File: src/rtl/bram_pkg.sv
// Shared definitions for the BRAM arbiter and the AXI-Lite BRAM slave.
package bram_pkg;
  typedef enum logic [1:0] {
    IDLE,
    MEM1,
    MEM2,
    RESP
  } state_t;

  localparam logic [31:0] ADDR_BASE_DEF   = 32'h0000_1000;
  localparam int          MEM_LATENCY_DEF = 2;
endpackage

File: src/rtl/bram_arbiter_if.sv
// Requester-side bus: request handshake plus response handshake.
interface bram_arbiter_if;
  logic        valid;
  logic        ready;
  logic [31:0] addr;
  logic [31:0] wdata;
  logic [3:0]  wstrb;
  logic        rvalid;
  logic        rready;
  logic [31:0] rdata;

  modport master (
    output valid, addr, wdata, wstrb, rready,
    input  ready, rvalid, rdata
  );

  modport slave (
    input  valid, addr, wdata, wstrb, rready,
    output ready, rvalid, rdata
  );
endinterface

File: src/rtl/rr_arb2.sv
// Two-way round-robin grant; the last-grant bit moves only on accept.
module rr_arb2 (
  input  logic       clk,
  input  logic       rstn,
  input  logic       en,
  input  logic [1:0] req,
  output logic [1:0] grant
);
  logic last;

  always_comb begin
    grant = 2'b00;
    if (en) begin
      unique case (req)
        2'b01:   grant = 2'b01;
        2'b10:   grant = 2'b10;
        2'b11:   grant = last ? 2'b01 : 2'b10;
        default: grant = 2'b00;
      endcase
    end
  end

  // A grant is only ever raised for a valid requester, so it is the accept.
  always_ff @(posedge clk or negedge rstn) begin
    if (!rstn) begin
      last <= 1'b1;
    end else if (|grant) begin
      last <= grant[1];
    end
  end
endmodule

File: src/rtl/bram_arbiter.sv
// Fetch/data arbiter onto a single BRAM port, one access in flight.
module bram_arbiter
  import bram_pkg::*;
#(
  parameter logic [31:0] ADDR_BASE   = ADDR_BASE_DEF,
  parameter int          MEM_LATENCY = MEM_LATENCY_DEF
) (
  input  logic        clk,
  input  logic        rstn,
  bram_arbiter_if.slave m0,
  bram_arbiter_if.slave m1,
  output logic        clka,
  output logic        rsta,
  output logic        ena,
  output logic [3:0]  wea,
  output logic [31:0] addra,
  output logic [31:0] dina,
  input  logic [31:0] douta
);
  localparam logic [3:0] CNT_LAST = 4'(MEM_LATENCY - 1);

  state_t      state;
  state_t      state_next;
  logic [1:0]  grant;
  logic        accept;
  logic        sel;
  logic        owner;
  logic        is_wr;
  logic [3:0]  cnt;
  logic        mem_done;
  logic        rready_own;
  logic [31:0] addr_sel;
  logic [31:0] wdata_sel;
  logic [3:0]  wstrb_sel;
  logic        rvalid0;
  logic        rvalid1;
  logic [31:0] rdata0;
  logic [31:0] rdata1;

  assign clka = clk;
  assign rsta = ~rstn;
  assign ena  = 1'b1;

  rr_arb2 u_arb (
    .clk   (clk),
    .rstn  (rstn),
    .en    (state == IDLE),
    .req   ({m1.valid, m0.valid}),
    .grant (grant)
  );

  assign m0.ready = grant[0];
  assign m1.ready = grant[1];
  assign accept   = |grant;
  assign sel      = grant[1];

  assign addr_sel  = sel ? m1.addr  : m0.addr;
  assign wdata_sel = sel ? m1.wdata : m0.wdata;
  assign wstrb_sel = sel ? m1.wstrb : m0.wstrb;

  assign rready_own = owner ? m1.rready : m0.rready;
  assign mem_done   = (state == MEM2) && (cnt == CNT_LAST);

  assign m0.rvalid = rvalid0;
  assign m1.rvalid = rvalid1;
  assign m0.rdata  = rdata0;
  assign m1.rdata  = rdata1;

  always_ff @(posedge clk or negedge rstn) begin
    if (!rstn) begin
      state <= IDLE;
    end else begin
      state <= state_next;
    end
  end

  always_comb begin
    state_next = state;
    unique case (state)
      IDLE:    if (accept) state_next = MEM1;
      MEM1:    state_next = MEM2;
      MEM2:    if (mem_done) state_next = RESP;
      RESP:    if (rready_own) state_next = IDLE;
      default: state_next = IDLE;
    endcase
  end

  // Request fields are latched at accept; the requester may change them freely.
  always_ff @(posedge clk or negedge rstn) begin
    if (!rstn) begin
      addra <= '0;
      dina  <= '0;
      wea   <= '0;
      owner <= 1'b0;
      is_wr <= 1'b0;
      cnt   <= '0;
    end else if (accept) begin
      addra <= addr_sel - ADDR_BASE;
      dina  <= wdata_sel;
      wea   <= wstrb_sel;
      owner <= sel;
      is_wr <= |wstrb_sel;
      cnt   <= '0;
    end else begin
      wea <= '0;
      if (state != IDLE) cnt <= cnt + 4'd1;
    end
  end

  always_ff @(posedge clk or negedge rstn) begin
    if (!rstn) begin
      rvalid0 <= 1'b0;
      rvalid1 <= 1'b0;
      rdata0  <= '0;
      rdata1  <= '0;
    end else if (mem_done) begin
      if (owner) begin
        rvalid1 <= 1'b1;
        rdata1  <= is_wr ? 32'h0 : douta;
      end else begin
        rvalid0 <= 1'b1;
        rdata0  <= is_wr ? 32'h0 : douta;
      end
    end else if (state == RESP && rready_own) begin
      rvalid0 <= 1'b0;
      rvalid1 <= 1'b0;
    end
  end
endmodule

File: src/flat_wrapper.sv
// flat-port wrapper written by rule: the top's interface ports become plain ports
module bram_arbiter_flat import bram_pkg::*;
#(
  parameter logic [31:0] ADDR_BASE   = ADDR_BASE_DEF,
  parameter int          MEM_LATENCY = MEM_LATENCY_DEF
)
  (clk, rstn, clka, rsta, ena, wea, addra, dina, douta, m0_valid, m0_addr, m0_wdata, m0_wstrb, m0_rready, m0_ready, m0_rvalid, m0_rdata, m1_valid, m1_addr, m1_wdata, m1_wstrb, m1_rready, m1_ready, m1_rvalid, m1_rdata);
  bram_arbiter_if m0_i ();
  bram_arbiter_if m1_i ();
  input  logic clk;
  input  logic rstn;
  output logic clka;
  output logic rsta;
  output logic ena;
  output logic [3:0] wea;
  output logic [31:0] addra;
  output logic [31:0] dina;
  input  logic [31:0] douta;
  input wire logic [$bits(m0_i.valid)-1:0] m0_valid;
  input wire logic [$bits(m0_i.addr)-1:0] m0_addr;
  input wire logic [$bits(m0_i.wdata)-1:0] m0_wdata;
  input wire logic [$bits(m0_i.wstrb)-1:0] m0_wstrb;
  input wire logic [$bits(m0_i.rready)-1:0] m0_rready;
  output wire logic [$bits(m0_i.ready)-1:0] m0_ready;
  output wire logic [$bits(m0_i.rvalid)-1:0] m0_rvalid;
  output wire logic [$bits(m0_i.rdata)-1:0] m0_rdata;
  input wire logic [$bits(m1_i.valid)-1:0] m1_valid;
  input wire logic [$bits(m1_i.addr)-1:0] m1_addr;
  input wire logic [$bits(m1_i.wdata)-1:0] m1_wdata;
  input wire logic [$bits(m1_i.wstrb)-1:0] m1_wstrb;
  input wire logic [$bits(m1_i.rready)-1:0] m1_rready;
  output wire logic [$bits(m1_i.ready)-1:0] m1_ready;
  output wire logic [$bits(m1_i.rvalid)-1:0] m1_rvalid;
  output wire logic [$bits(m1_i.rdata)-1:0] m1_rdata;
  assign m0_i.valid = m0_valid;
  assign m0_i.addr = m0_addr;
  assign m0_i.wdata = m0_wdata;
  assign m0_i.wstrb = m0_wstrb;
  assign m0_i.rready = m0_rready;
  assign m0_ready = m0_i.ready;
  assign m0_rvalid = m0_i.rvalid;
  assign m0_rdata = m0_i.rdata;
  assign m1_i.valid = m1_valid;
  assign m1_i.addr = m1_addr;
  assign m1_i.wdata = m1_wdata;
  assign m1_i.wstrb = m1_wstrb;
  assign m1_i.rready = m1_rready;
  assign m1_ready = m1_i.ready;
  assign m1_rvalid = m1_i.rvalid;
  assign m1_rdata = m1_i.rdata;
  bram_arbiter #(.ADDR_BASE(ADDR_BASE), .MEM_LATENCY(MEM_LATENCY)) u_core (.clk(clk), .rstn(rstn), .m0(m0_i), .m1(m1_i), .clka(clka), .rsta(rsta), .ena(ena), .wea(wea), .addra(addra), .dina(dina), .douta(douta));
endmodule
File: config.mk
export PLATFORM = sky130hd
export DESIGN_NAME = bram_arbiter_flat
export DESIGN_NICKNAME = d
export VERILOG_FILES = /design/src/rtl/bram_pkg.sv /design/src/rtl/bram_arbiter_if.sv /design/src/rtl/rr_arb2.sv /design/src/rtl/bram_arbiter.sv /design/src/flat_wrapper.sv
export SDC_FILE = /design/constraint.sdc
export NUM_CORES = 1
export LEC_CHECK = 0
export ABC_AREA = 1
export BUFFER_PORTS_ARGS = -buffer_cell sky130_fd_sc_hd__clkbuf_2
export CORE_ASPECT_RATIO = 0.6
export CORE_MARGIN = 1.5
export CORE_UTILIZATION = 43
export DETAILED_ROUTE_END_ITERATION = 6
export HOLD_SLACK_MARGIN = 0.15
export PLACE_DENSITY = 0.77
export SLEW_MARGIN = 20
export SYNTH_ARGS = -nofsm -noshare
export SYNTH_HDL_FRONTEND = slang
export SYNTH_HIERARCHICAL = 1
export SYNTH_SLANG_ARGS = --single-unit
File: constraint.sdc
create_clock -name clk -period 2.15 [get_ports clk]
set_input_delay 0.215 -clock clk [delete_from_list [all_inputs] [get_ports clk]]
set_output_delay 0.215 -clock clk [all_outputs]
set_load 0.05 [all_outputs]
==> flow_metrics.env <==
export IMPL_status="finished with violations"
export IMPL_violations="negative setup slack"
export IMPL_worst_endpoint_arrival_ns=2.69
export IMPL_final_critical_path_setup_slack_ns=-0.1999
export IMPL_slew_violations=0
export IMPL_placedCellCount=1316
export IMPL_grt_usage_pct=27.29
export IMPL_power_total_uw=17350
export IMPL_p_switching_uw=8993
export IMPL_p_sw_share_pct=51.85
export IMPL_syn_instance_count=804
export IMPL_syn_area_per_cell_um2=8.648
export IMPL_critPathBufInv=5
export IMPL_synth_yosys_seq_area_share_pct=51.48
export IMPL_critical_path_reg2reg_endpoint="u_core/addra[22]"
export IMPL_timing_critical_path_fanout_max=8
export IMPL_drt_vias_per_instance=5.206
export IMPL_fin_worst_skew_ns=0.01243
export IMPL_grt_first_pass_wirelength_mm=36.31
export IMPL_sequential_share_of_power_pct=26.3
export IMPL_hold_start="douta[5]"
export IMPL_fmaxAchievable_mhz=425.5
export IMPL_htree_levels=4
export IMPL_postPlaceCellArea_um2=9021
export IMPL_io_pins=313
export IMPL_relative_contribution_of_the_clock_network_to_total_power_pct=17.6
export IMPL_comb_power_share_pct=56.1
export IMPL_slowest_stage="dfrtp_1"
export IMPL_min_delay_worst_endpoint="u_core/m1.rdata[5]"
export IMPL_timing_setup_critical_path_class="reg2reg"
export IMPL_via_count=7684
export IMPL_synth_warnings=6
export IMPL_total_leakage_power_uw=0.006091
export IMPL_finalSetupViolations=15
export IMPL_register_to_register_path_setup_slack_ns=-0.20
export IMPL_gp_congestion=0.9041
export IMPL_layout_cells_non_filler=1476
export IMPL_final_cell_area_um2=11300
export IMPL_postRouteWirelength_mm=25.68
export IMPL_grt_overflow_total=0
export IMPL_synth_nets=984
export IMPL_floorplan_die_area_um2=16970
export IMPL_setup_repair_after_global_routing_missed_its_margin="yes"
export IMPL_drive_gt1_share_pct=44.07
export IMPL_fillCellCount=1087
export IMPL_ctsRootBufferMaster="clkbuf_16"
export IMPL_antenna_found_initial=0
export IMPL_first_pass_iters=5
export IMPL_rr_worst_depth=17
export IMPL_clk_transition_reported_paths_ns=0.07
export IMPL_clock_tree_from_tritoncts="yes"
export IMPL_synth_to_final_area_change_pct=62.50
export IMPL_peakVddDrop_uv=1052
export IMPL_synth_cell_type_count=36
export IMPL_die_width_um=167.2
export IMPL_cp_depth=17
export IMPL_placementRows=35
export IMPL_cp_data_required_time_ns=2.49
export IMPL_clock_path_buffers=2
export IMPL_die_height_um=101.5
export IMPL_clkLatencyLatePin_ns=0.41
export IMPL_syn_cell_area_um2=6953
export IMPL_timing_hold_worst_path_depth=4
export IMPL_drcViolationCount=0
export IMPL_fp_coreArea_um2=15590
export IMPL_cts_made_buffers=17
export IMPL_reg2reg_from="u_core/state[0]"
export IMPL_diodes_inserted=0
export IMPL_drt_wirelength_per_cell_um=17.40
export IMPL_p_per_area_nw_per_um2=1535
export IMPL_critical_path_endpoint_type="register"
export IMPL_crit_chain="inv_2 > ha_4 > nand2_1 > inv_1 > nand2_2 > clkinvlp_4 > buf_12 > clkinv_8 > nand2_4 > nand2_4 > ha_4 > nand4_1 > nor2_4 > nand2_1 > nand3_1 > nand3_1 > nand2_1"
export IMPL_antenna_left=0
export IMPL_initialDrtViolationCount=597
export IMPL_critical_path_top_delay_family="simple AND/OR/NAND/NOR gates"
export IMPL_place_port_buffers=311
export IMPL_startpoint_class="register"
export IMPL_holdWs_ns=0.1858
export IMPL_dp_final_hpwl_mm=15.20
export IMPL_nNetsFinal=1440
export IMPL_timing_max_cap_violations=0
export IMPL_grt_max_degree=75
export IMPL_internal_power_uw=8352
export IMPL_register_bit_count_reported_by_yosys=143
export IMPL_timing_hold_worst_class="in2reg"
export IMPL_floorplan_initialDensity_pct=44.60
export IMPL_path_common_cell="nand2_1"
export IMPL_report_final_hold_viol_count=0
export IMPL_layout_worst_path_cycle_share_pct=109.3
export IMPL_min_period_ns=2.350
export IMPL_first_global_vias=7296
export IMPL_critical_path_max_stage_delay_ns=0.37
worst max-delay path by stage:
stage | start | end | slack, ns
6_report | u_core/state[0] | u_core/addra[22] | -0.20
3_5_place_dp | u_core/state[0] | u_core/addra[28] | -0.05
3_3_place_gp | u_core/state[1] | u_core/addra[28] | 0.01
5_1_grt | u_core/state[0] | u_core/addra[22] | -0.27
4_1_cts | u_core/state[1] | u_core/addra[28] | -0.01
2_1_floorplan | u_core/state[1] | u_core/addra[28] | -0.16
cell families (layout without fill, tap and decap cells):
kind of cell	count (synthesis)	count (layout)	share of synthesized area, %
AND/OR/NAND/NOR	442	442	27.12
flip-flops	143	143	51.48
buffers and inverters	115	584	6.892
multiplexers	67	67	10.80
AO/OA/AOI/OAI	28	28	2.321
adder cells (fa/ha/maj)	6	6	1.080
XOR/XNOR	2	2	0.2520
other	1	1	0.05393
flip-flops by register name (all words and copies together) (netlist names), 2 cells and up:
register	count
u_core/addra	32
u_core/cnt	4
u_core/m1.rdata	32
u_core/m0.rdata	32
u_core/state	2
u_core/dina	32
u_core/wea	4
worst reg2reg max path: cells and delay by family, from the launching register on:
kind | cells | cell delay [ns]
DFF | 1 | 0.37
buffers and inverters | 5 | 0.49
adders and majority gates | 2 | 0.30
and+or+nand+nor | 10 | 1.11
final cells by class:
cell class	count	area (µm²)	share of cell area [%]
tap	203	254.0	2.248
clock buffer	18	430.4	3.810
timing repair buffer	477	3312	29.31
sequential	143	3580	31.68
clock inverter	15	170.2	1.506
inverter	74	294.0	2.602
multi-input combinational	546	3258	28.84
per-layer routing:
layer  vias up  wire length [µm]  global-route usage, %
li1       3501                 -                      -
met1      3626             10220                  36.06
met2       477             12210                  43.45
met3        80              2481                  7.268
met4         0               769                  10.67
met5         -                 0                      0
synth_stat cells, drive strengths merged:
cell / instances / share of area, %
nand2: 232 / 13
dfrtp: 142 / 51
nand3: 120 / 8.7
nor2: 79 / 4.8
inv: 74 / 4.0
mux2: 64 / 10
buf: 29 / 2.2
clkbuf: 12 / 0.65
o21ai: 11 / 0.79
a21oi: 7 / 0.50
ha: 6 / 1.1
nand4: 5 / 0.45
a31oi: 4 / 0.36
mux2i: 3 / 0.43
or2: 3 / 0.27
nand3b: 2 / 0.22
a211oi: 1 / 0.11
a22oi: 1 / 0.11
a41oi: 1 / 0.13
conb: 1 / 0.054
dfstp: 1 / 0.38
nor3: 1 / 0.072
o211ai: 1 / 0.11
o21a: 1 / 0.11
o21bai: 1 / 0.11
xnor2: 1 / 0.13
xor2: 1 / 0.13
what timing repair did:
action / 4_1_cts / 5_1_grt
gates resized for setup: 16 / 98
cloned: 0 / 5
hold buffers: 99 / 0
endpoints found under the hold margin: 154 / 0
pin swaps: 2 / 49
setup buffers: 1 / 24
endpoints found under the setup margin: 9 / 52
cells in the final DEF, fill, tap and decap left out, types with 5 or more instances in the layout:
master	count
nor2_4	15
clkbuf_16	22
nor2_1	53
dfrtp_1	142
dlygate4sd3_1	98
o21ai_0	9
nand2_4	19
inv_1	68
nand4_1	5
nand3_1	115
clkbuf_2	308
nor2_2	11
nand2_1	189
mux2_2	64
buf_4	47
buf_6	9
a21oi_1	6
nand2_2	24
buf_12	8
through the flow:
stage / util (%) / worst slack, ns / setup TNS [ns]
4_1_cts: 68.40 / -0.01230 / -0.01230
5_1_grt: 72.47 / -0.2680 / -3.171
6_report: 72.47 / -0.1999 / -1.588
3_5_place_dp: 57.87 / -0.04752 / -0.2066
2_1_floorplan: - / -0.1623 / -1.022
3_3_place_gp: 57.87 / 0.01225 / 0
power groups by stage:
stage               clock network [µW]  registers [µW]  logic, µW
floorplan                          100            8270       2520
global placement                  88.2            4530       8560
detailed placement                88.2            4560       8670
CTS                               3120            4540       8880
global route                      3250            4690      10200
finish                            3060            4560       9720
No activity file was read; power rests on OpenSTA's default activity.
